**config.mk**
```make
export PLATFORM = sky130hd
export DESIGN_NAME = ddr4_cmd_sequencer
export DESIGN_NICKNAME = d
export VERILOG_FILES = /design/src/rtl/ddr4_cmd_sequencer.sv
export SDC_FILE = /design/constraint.sdc
export NUM_CORES = 1
export LEC_CHECK = 0
export CORE_ASPECT_RATIO = 1.75
export CORE_MARGIN = 8
export CORE_UTILIZATION = 40
export DETAILED_ROUTE_END_ITERATION = 16
export PLACE_DENSITY_LB_ADDON = 0.2
export SETUP_SLACK_MARGIN = 0.1
export SLEW_MARGIN = 20
export SYNTH_ARGS = -nofsm -noshare
export SYNTH_HDL_FRONTEND = slang
export SYNTH_SLANG_ARGS = --single-unit
```
**constraint.sdc**
```tcl
create_clock -name CK_t -period 6.6 [get_ports CK_t]
set_input_delay 0.66 -clock CK_t [delete_from_list [all_inputs] [get_ports CK_t]]
set_output_delay 0.66 -clock CK_t [all_outputs]
set_load 0.05 [all_outputs]
```
**src/rtl/ddr4_cmd_sequencer.sv**
```systemverilog
// DDR4 command sequencer: power-up/MRS/ZQ initialisation, then single-page RD/WR service
// with periodic refresh. All DRAM timing is enforced by saturating down-counters.
module ddr4_cmd_sequencer #(
  parameter int          T_RESET = 16,
  parameter int          T_CKE   = 8,
  parameter int          T_XPR   = 12,
  parameter int          T_MRD   = 8,
  parameter int          T_MOD   = 24,
  parameter int          T_ZQ    = 512,
  parameter int          T_RCD   = 9,
  parameter int          T_RP    = 9,
  parameter int          T_RAS   = 28,
  parameter int          T_RTP   = 6,
  parameter int          T_WR    = 12,
  parameter int          T_WTR   = 3,
  parameter int          T_CCD   = 4,
  parameter int          T_REFI  = 6240,
  parameter int          T_RFC   = 208,
  parameter logic [97:0] MR_INIT = '0
) (
  input  logic        CK_t,
  input  logic        reset,
  input  logic        req_valid,
  output logic        req_ready,
  input  logic        req_wr,
  input  logic [1:0]  req_bg,
  input  logic [1:0]  req_ba,
  input  logic [16:0] req_row,
  input  logic [9:0]  req_col,
  output logic        init_done,
  output logic        reset_n,
  output logic        CKE,
  output logic        cs_n,
  output logic        act_n,
  output logic        RAS_n_A16,
  output logic        CAS_n_A15,
  output logic        WE_n_A14,
  output logic [1:0]  bg_addr,
  output logic [1:0]  ba_addr,
  output logic [13:0] A
);

  typedef logic [15:0] cnt_t;

  // Refresh is requested this many cycles early so the worst-case PRE/tRP drain
  // still lands the REF inside tREFI+4 of the previous one.
  localparam int   REF_LEAD   = 64;
  localparam cnt_t L_RESET    = cnt_t'(T_RESET - 1);
  localparam cnt_t L_CKE      = cnt_t'(T_CKE - 1);
  localparam cnt_t L_XPR      = cnt_t'(T_XPR - 1);
  localparam cnt_t L_MRD      = cnt_t'(T_MRD - 1);
  localparam cnt_t L_MOD      = cnt_t'(T_MOD - 1);
  localparam cnt_t L_ZQ       = cnt_t'(T_ZQ - 1);
  localparam cnt_t L_RCD      = cnt_t'(T_RCD - 1);
  localparam cnt_t L_RP       = cnt_t'(T_RP - 1);
  localparam cnt_t L_RAS      = cnt_t'(T_RAS - 1);
  localparam cnt_t L_RTP      = cnt_t'(T_RTP - 1);
  localparam cnt_t L_WR2PRE   = cnt_t'(T_WTR + 4 + T_WR - 1);
  localparam cnt_t L_WR2RD    = cnt_t'(T_WTR + 4 - 1);
  localparam cnt_t L_RD2WR    = cnt_t'(T_CCD + T_WTR + 4 - 1);
  localparam cnt_t L_CCD      = cnt_t'(T_CCD - 1);
  localparam cnt_t L_RFC      = cnt_t'(T_RFC - 1);
  localparam cnt_t L_REFI     = cnt_t'(T_REFI - REF_LEAD - 1);

  typedef enum logic [3:0] {
    S_RST, S_CKE, S_XPR, S_MRS, S_MOD, S_ZQ, S_IDLE, S_ACT, S_CAS, S_PRE, S_REF
  } state_t;

  typedef enum logic [2:0] {C_DES, C_ACT, C_MRS, C_PRE, C_REF, C_RD, C_WR, C_ZQ} cmd_t;

  function automatic cnt_t dec(input cnt_t c);
    return (c == '0) ? '0 : c - 1'b1;
  endfunction

  function automatic cnt_t cmax(input cnt_t a, input cnt_t b);
    return (a > b) ? a : b;
  endfunction

  // MRS issue order is MR3, MR6, MR5, MR4, MR2, MR1, MR0.
  function automatic logic [2:0] mr_num(input logic [2:0] idx);
    case (idx)
      3'd0:    return 3'd3;
      3'd1:    return 3'd6;
      3'd2:    return 3'd5;
      3'd3:    return 3'd4;
      3'd4:    return 3'd2;
      3'd5:    return 3'd1;
      default: return 3'd0;
    endcase
  endfunction

  state_t      state, state_nxt;
  cmd_t        cmd;
  cnt_t        init_cnt, init_cnt_nxt;
  logic [2:0]  mrs_idx, mrs_idx_nxt, mr;
  cnt_t        rp_cnt, rfc_cnt, pre_cnt, rd_ok, wr_ok, ref_cnt;
  logic        cap_wr, page_vld;
  logic [1:0]  cap_bg, cap_ba, page_bg, page_ba;
  logic [16:0] cap_row, page_row;
  logic [9:0]  cap_col;
  logic        take_req, rstn_set, cke_set, done_set, ref_pend, hit;
  logic [4:0]  bus_nxt;
  logic [1:0]  bg_nxt, ba_nxt;
  logic [13:0] a_nxt;

  assign ref_pend = init_done && (ref_cnt == '0);
  assign hit      = page_vld && (page_bg == req_bg) && (page_ba == req_ba) && (page_row == req_row);
  assign mr       = mr_num(mrs_idx);

  always_comb begin
    state_nxt    = state;
    cmd          = C_DES;
    take_req     = 1'b0;
    rstn_set     = 1'b0;
    cke_set      = 1'b0;
    done_set     = 1'b0;
    init_cnt_nxt = dec(init_cnt);
    mrs_idx_nxt  = mrs_idx;
    case (state)
      S_RST: if (init_cnt == '0) begin
        rstn_set = 1'b1; init_cnt_nxt = L_CKE; state_nxt = S_CKE;
      end
      S_CKE: if (init_cnt == '0) begin
        cke_set = 1'b1; init_cnt_nxt = L_XPR; state_nxt = S_XPR;
      end
      S_XPR: if (init_cnt == '0) begin
        cmd = C_MRS; mrs_idx_nxt = 3'd1; init_cnt_nxt = L_MRD; state_nxt = S_MRS;
      end
      S_MRS: if (init_cnt == '0) begin
        cmd = C_MRS;
        if (mrs_idx == 3'd6) begin
          init_cnt_nxt = L_MOD; state_nxt = S_MOD;
        end else begin
          mrs_idx_nxt = mrs_idx + 3'd1; init_cnt_nxt = L_MRD;
        end
      end
      S_MOD: if (init_cnt == '0) begin
        cmd = C_ZQ; init_cnt_nxt = L_ZQ; state_nxt = S_ZQ;
      end
      S_ZQ: if (init_cnt == '0) begin
        done_set = 1'b1; state_nxt = S_IDLE;
      end
      S_IDLE: begin
        if (ref_pend) begin
          state_nxt = page_vld ? S_PRE : S_REF;
        end else if (req_valid) begin
          take_req  = 1'b1;
          state_nxt = hit ? S_CAS : (page_vld ? S_PRE : S_ACT);
        end
      end
      S_PRE: if (pre_cnt == '0 && rfc_cnt == '0) begin
        cmd = C_PRE; state_nxt = ref_pend ? S_REF : S_ACT;
      end
      S_REF: if (rp_cnt == '0 && rfc_cnt == '0) begin
        cmd = C_REF; state_nxt = S_IDLE;
      end
      S_ACT: if (rp_cnt == '0 && rfc_cnt == '0) begin
        cmd = C_ACT; state_nxt = S_CAS;
      end
      S_CAS: if ((cap_wr ? wr_ok : rd_ok) == '0 && rfc_cnt == '0) begin
        cmd = cap_wr ? C_WR : C_RD; state_nxt = S_IDLE;
      end
      default: state_nxt = S_RST;
    endcase

    bus_nxt = 5'b11111;
    bg_nxt  = '0;
    ba_nxt  = '0;
    a_nxt   = '0;
    case (cmd)
      C_ACT: begin bus_nxt = {2'b00, cap_row[16:14]}; bg_nxt = cap_bg; ba_nxt = cap_ba; a_nxt = cap_row[13:0]; end
      C_MRS: begin bus_nxt = 5'b01000; bg_nxt = {1'b0, mr[2]}; ba_nxt = mr[1:0]; a_nxt = MR_INIT[int'(mr)*14 +: 14]; end
      C_PRE: begin bus_nxt = 5'b01010; bg_nxt = page_bg; ba_nxt = page_ba; end
      C_REF: bus_nxt = 5'b01001;
      C_RD:  begin bus_nxt = 5'b01101; bg_nxt = cap_bg; ba_nxt = cap_ba; a_nxt = {4'b0, cap_col}; end
      C_WR:  begin bus_nxt = 5'b01100; bg_nxt = cap_bg; ba_nxt = cap_ba; a_nxt = {4'b0, cap_col}; end
      C_ZQ:  begin bus_nxt = 5'b01110; a_nxt[10] = 1'b1; end
      default: bus_nxt = 5'b11111;
    endcase
  end

  always_ff @(posedge CK_t or posedge reset) begin
    if (reset) begin
      state     <= S_RST;
      init_cnt  <= L_RESET;
      mrs_idx   <= '0;
      rp_cnt    <= '0;
      rfc_cnt   <= '0;
      pre_cnt   <= '0;
      rd_ok     <= '0;
      wr_ok     <= '0;
      ref_cnt   <= '0;
      cap_wr    <= 1'b0;
      cap_bg    <= '0;
      cap_ba    <= '0;
      cap_row   <= '0;
      cap_col   <= '0;
      page_vld  <= 1'b0;
      page_bg   <= '0;
      page_ba   <= '0;
      page_row  <= '0;
      init_done <= 1'b0;
      reset_n   <= 1'b0;
      CKE       <= 1'b0;
      req_ready <= 1'b0;
      {cs_n, act_n, RAS_n_A16, CAS_n_A15, WE_n_A14} <= 5'b11111;
      bg_addr   <= '0;
      ba_addr   <= '0;
      A         <= '0;
    end else begin
      state     <= state_nxt;
      init_cnt  <= init_cnt_nxt;
      mrs_idx   <= mrs_idx_nxt;
      rp_cnt    <= (cmd == C_PRE) ? L_RP  : dec(rp_cnt);
      rfc_cnt   <= (cmd == C_REF) ? L_RFC : dec(rfc_cnt);
      ref_cnt   <= (done_set || cmd == C_REF) ? L_REFI : dec(ref_cnt);
      case (cmd)
        C_ACT: begin
          pre_cnt <= cmax(dec(pre_cnt), L_RAS);
          rd_ok   <= cmax(dec(rd_ok), L_RCD);
          wr_ok   <= cmax(dec(wr_ok), L_RCD);
        end
        C_RD: begin
          pre_cnt <= cmax(dec(pre_cnt), L_RTP);
          rd_ok   <= cmax(dec(rd_ok), L_CCD);
          wr_ok   <= cmax(dec(wr_ok), L_RD2WR);
        end
        C_WR: begin
          pre_cnt <= cmax(dec(pre_cnt), L_WR2PRE);
          rd_ok   <= cmax(dec(rd_ok), L_WR2RD);
          wr_ok   <= cmax(dec(wr_ok), L_CCD);
        end
        default: begin
          pre_cnt <= dec(pre_cnt);
          rd_ok   <= dec(rd_ok);
          wr_ok   <= dec(wr_ok);
        end
      endcase
      if (take_req) begin
        cap_wr  <= req_wr;
        cap_bg  <= req_bg;
        cap_ba  <= req_ba;
        cap_row <= req_row;
        cap_col <= req_col;
      end
      if (cmd == C_ACT) begin
        page_vld <= 1'b1;
        page_bg  <= cap_bg;
        page_ba  <= cap_ba;
        page_row <= cap_row;
      end else if (cmd == C_PRE || cmd == C_REF) begin
        page_vld <= 1'b0;
      end
      init_done <= init_done | done_set;
      reset_n   <= reset_n | rstn_set;
      CKE       <= CKE | cke_set;
      req_ready <= (cmd == C_RD) || (cmd == C_WR);
      {cs_n, act_n, RAS_n_A16, CAS_n_A15, WE_n_A14} <= bus_nxt;
      bg_addr   <= bg_nxt;
      ba_addr   <= ba_nxt;
      A         <= a_nxt;
    end
  end

endmodule

```
# == Word level (Yosys, flattened, before mapping) ==
# Index checks and enable logic that the tools add are counted.
# word_totals
register_bits,200
latchBits,0
ram_bits,0
mem_bits_ro,0
inputBits,35
out_inout_bits,27
elab_cells,194
mem_count,0
# op_classes
n_addsub,8
mul,1
div,0
magnitude_cmp,9
eq_ne,39
shift,1
muxes,75
n_bitwise,3
n_reduce_logical,28
# op_table
cell,n
$mux 16,24
$pmux 16 s3,3
$logic_not 16->1,8
$sub 16x1->16 const B,7
$shiftx 98x8->14 const A,1
$mux 4,16
$pmux 16 s4,1
$gt 16x4->1 const B,3
$pmux 4 s11,1
$pmux 3 s6,2
$pmux 5 s7,1
$gt 16x2->1 const B,2
$gt 16x3->1 const B,2
$gt 16x5->1 const B,2
$pmux 10 s3,1
$ne 2x2->1 const B,12
$eq 3x3->1 const B,7
$mux 3,6
$eq 17x17->1,1
$eq 4x3->1 const B,4
$eq 3x2->1 const B,4
$eq 4x4->1 const B,3
$pmux 2 s3,2
$pmux 3 s2,2
21 further kinds,49

# == Logic depth before layout (Yosys ltp) ==
# logic_depth
word_depth,9
ltp_mapped,11
depth_no_buf,9

# == Worst setup path before layout ==
# No wires, ideal clock.
# synth_path
kind,reg2reg
from,reg rd_ok[0]
to,reg rd_ok[0]
setup_ns,0.118
arrival_ns,2.849
required_ns,6.482
slack_ns,3.633
path_stages_with_launch,12
n_path_buf,2
synth_period_minus_slack_ns,2.967
cell_sequence,dfrtp_1 -> inv_1 -> ha_1 -> or3b_2 -> clkbuf_1 -> or3_1 -> clkbuf_1 -> xnor2_1 -> o311ai_0 -> and3_1 -> a311oi_1 -> a21o_1
# synth_via
elab_chain_cells,7
word_cells_on_any_way,18
cone_classes,add/sub: 1; order compare: 3; eq/ne: 3; mux: 8; reduce/logical: 3
# synth_rtl
item,line_no,source
"start, declared",96,"cnt_t rp_cnt, rfc_cnt, pre_cnt, rd_ok, wr_ok, ref_cnt;"
"start signal, assigned",220,"rd_ok <= cmax(dec(rd_ok), L_RCD);"
"start signal, assigned",225,"rd_ok <= cmax(dec(rd_ok), L_CCD);"
"start signal, assigned",230,"rd_ok <= cmax(dec(rd_ok), L_WR2RD);"
branches (longest 6 deep; another with $sub 16x1->16),-,
$pmux 16 s3 (*),217,case (cmd)
# Every way passes the cells marked *.
# A chain may end at the register's enable or synchronous reset.

# == Worst setup path in the final report ==
# layout_path
from,reg wr_ok[4]
to,reg wr_ok[0]
# layout_via
elab_chain_cells,7
word_cells_on_any_way,18
cone_classes,add/sub: 1; order compare: 3; eq/ne: 3; mux: 8; reduce/logical: 3
# layout_rtl
item,line_no,source
"start, declared",96,
"start signal, assigned",221,"wr_ok <= cmax(dec(wr_ok), L_RCD);"
"start signal, assigned",226,"wr_ok <= cmax(dec(wr_ok), L_RD2WR);"
"start signal, assigned",231,"wr_ok <= cmax(dec(wr_ok), L_CCD);"
branches (longest 6 deep; another with $sub 16x1->16),-,
$pmux 16 s3 (*),217,
# Marks and branches as above.

==> summary.md <==
| Metric | Value |
|---|---|
| Synth warn | 0 |
| Power Density | approximately 200 nW/um^2 |
| I/O pin cnt | slightly above 60 |
| Internal | 1.80 mW |
| Final hold vios | 0 |
| Max Cap Viol | 0 |
| Syn Nets | between 1000 and 1500 |
| WP data arrival | just under 4000 ps |
| Compound-Gate Fraction of Synth Area | 11.2% |
| Cts hold-fix bufs | 0 |
| Family with the most delay on the worst path | simple AND/OR/NAND/NOR gates |
| Reg2Reg Setup Slack | between 3000 and 4000 ps |
| Drt pass-1 iters | 4 |
| Clk_skew | between 10 and 15 ps |
| Distinct cells, synth | between 70 and 80 |
| Post-Syn Instances | around 1000 |
| Total GRT Usage | around 16% |
| First-pass GRT wire length | 39700 um |
| Crit-path max cell delay | roughly 840 ps |
| Initial Utilization | between 40% and 50% |
| Worst setup path startpoint | wr_ok[4]$_DFF_PP0_ |
| DR WL/cell | between 15 and 20 um |
| Synth-to-layout area growth | 15.0% |
| Number of synthesized flops with an enable pin | 0 |
| Mapped Area | 10200 sq um |
| Hold Startpoint | rp_cnt[0]$_DFF_PP0_ |
| WP buf/inv | 0 |
| Htree depth | 4 |
| Synth Area in XOR/XNOR | roughly 7.6% |
| Area occupied by multi-input gates | about 4900 sq um |
| Cts repair resizes | 0 |
| Avg Cell Area, Syn | a little under 10 sq um |
| Critical Path End | wr_ok[0]$_DFF_PP0_ |
| Die Y | roughly 230 um |
| Status | completed |
| Final Total Pwr | 2.34 mW |
| # setup viols final | 0 |
| Hold Crit Depth | 1 |
| # nets final | about 1100 |
| Design area | 11700 sq um |
| Vias in the first global route | around 7900 |
| Final period util | 53.0% |
| Clk buf depth | 2 |
| Setup WS post-layout | 3100 ps |
| Mux cell area share after synthesis | ~4.7% |
| Required @ worst endpoint | between 6000 and 7000 ps |
| Placer Congestion | ~0.9 |
| Slew Viols, Final | 0 |
| Net Sw Power | between 0.5 and 0.6 mW |
| Unrepaired setup endpoints after global routing | false |
| Crit Reg-Reg Endpoint | wr_ok[0]$_DFF_PP0_ |
| # rows | 77 |
| Crit path max fanout | 14 |
| Detail Route Antenna Nets | 0 |
| DP Worst Slack | 3080 ps |
| Startpoint Class | flip-flop |
| Simple-Gate Fraction of Synth Area | 23.1% |
| Switch share | roughly 23% |
| FF-to-FF Start | wr_ok[4]$_DFF_PP0_ |
| Fraction of registers with async set or reset after synthesis | 100% |
| Synth Flop Type | dfrtp_1 |
| Initial antenna violation count | 1 |
| Pleak | 5.73 nW |
| Clock-pin transition on the worst setup and hold timing paths | 80 ps |
| Commonest cells after routing, fill and taps aside | dfrtp_1 (191), nand2_1 (138), nor2_1 (106) |
| Area share of the largest cell type after synthesis | around 47% |
| Worst-margin pin slew | roughly 1100 ps |
| Iter 0 DRT Violations | ~550 |
| CTS Root Cell | clkbuf_16 |
| CORE AREA | ~25000 sq um |
| Setup CP Type | reg -> reg |
| Worst hold slack | between 400 and 500 ps |
| Worst-skew pair later-pin latency | 450 ps |
| Post-CTS repair timing setup buffer count | 0 |
| Crit path time final | roughly 3500 ps |
| Critical-path top delay cell | nor2_1 |
| Main area contributors after synthesis | dfrtp_1 (47%), xnor2_1 (5.7%), nand2_1 (5.1%), mux2_2 (4.1%), nor2_1 (3.9%) |
| Port bufs | between 60 and 70 |
| CP Capture Type | flip-flop |
| Post-Route WL | 23900 um |
| Cell taking the most area after synthesis | dfrtp_1 |
| R2r worst-path depth | 7 |
| Power share of the clock group | approximately 45% |
| Worst VDD drop | 0.177 mV |
| Hpwl dp | ~17000 um |
| Sequential group share of total power | between 50% and 60% |
| Cell chain of the critical path | nor4_1, nand4_1, o2bb2a_1, nor2_1, a2111o_1, a21oi_1, o31ai_1 |
| Via Count | 7761 |
| Remaining DRCs | 0 |
| Total gr overflow | 0 |
| Largest net degree at the start of global routing | around 140 |
| Die Width | ~140 um |
| Sequential cell area fraction in the yosys report | 49.3% |
| Combinational share of power | around 2.5% |
| Worst path depth | 7 |
| Clock sinks | 200 |
| CTS tree | done |
| Max_slew headroom | between 20% and 30% |
| Synth Area in Adders | roughly 1.5% |
| Total Negative Setup Slacks | 0 ps |
| Avg Vias per Cell | ~5.5 |
| CTS buffer count | 17 |
| FF+latch count, synth | 200 |
| Fill count | 2414 |
| Max Clk Rate | between 200 and 300 MHz |
| FF/Latch Area | approximately 5000 sq um |
| Largest family of logic cells by synthesized area | simple AND/OR/NAND/NOR gates |
| Layout cell share with drive strength beyond 1 | 9.68% |
| Dpl cell area | 11100 sq um |
| Commonest non-fill, non-tap cell in the layout | dfrtp_1 |
| DIE AREA | between 30000 and 40000 sq um |
| Tightest Hold Check Type | reg -> reg |
==> cell usage after synthesis, drive strengths merged (12+ instances only) <==
library cell / number
dfrtp: 191
nand2: 139
nor2: 106
xnor2: 66
nor3: 51
o21ai: 48
mux2: 38
a21oi: 37
clkbuf: 31
inv: 29
nor4: 25
xor2: 22
or3: 21
nand3: 18
nand4: 16
nor2b: 15
or4: 14
ha: 12
==> sequential cells by signal, summed over array words and instances (netlist names), 2 cells and up <==
signal,cells
state,4
cap_col,10
cap_ba,2
ref_cnt,16
rfc_cnt,16
wr_ok,16
cap_row,17
page_bg,2
A,14
cap_bg,2
bg_addr,2
init_cnt,16
pre_cnt,16
rd_ok,16
page_ba,2
ba_addr,2
rp_cnt,16
mrs_idx,3
page_row,17
==> worst min path at each step <==
stage,endpoint
3_3_place_gp,rp_cnt[0]$_DFF_PP0_
6_report,rp_cnt[0]$_DFF_PP0_
4_1_cts,A[1]$_DFF_PP0_
3_5_place_dp,A[1]$_DFF_PP0_
2_1_floorplan,A[0]$_DFF_PP0_
5_1_grt,A[8]$_DFF_PP0_
==> per-stage QoR <==
stage	util, %	std cells
after CTS	46.4	1420
after floorplan	-	1047
after detailed placement	44.0	1388
after global routing	46.5	1421
final	46.5	1422
after global placement	44.0	1388
==> power groups by stage <==
stage / registers, mW / logic, mW / clock network (mW)
detailed placement: 1.25 / 0.0597 / 0
global route: 1.22 / 0.0666 / 1.13
floorplan: 1.25 / 0.0238 / 0
finish: 1.22 / 0.0587 / 1.06
global placement: 1.25 / 0.0595 / 0
CTS: 1.22 / 0.0600 / 1.09
==> logic make-up after synthesis <==
| family | count (synthesis) |
|---|---|
| compound gates | 169 |
| xor+xnor | 88 |
| fa+ha+maj | 12 |
| buf+inv | 68 |
| flops | 200 |
| mux | 43 |
| simple gates | 467 |
==> metal layers <==
layer / share of wire, % / GRT usage (%)
met5: 0 / 0
met4: 2.5 / 7.44
met3: 2.9 / 2.91
met2: 54 / 28.8
met1: 40 / 18.1
==> cell type report <==
class                      instances  area share [%]
antenna                            1          0.0214
clock buffer                      19            3.79
clock inverter                    13            1.37
inverter                          29           0.995
multi-input combinational        779            41.9
sequential                       200            42.9
tap                              316            3.38
timing repair buffer              65            5.65
No activity file was read; power rests on OpenSTA's default activity.
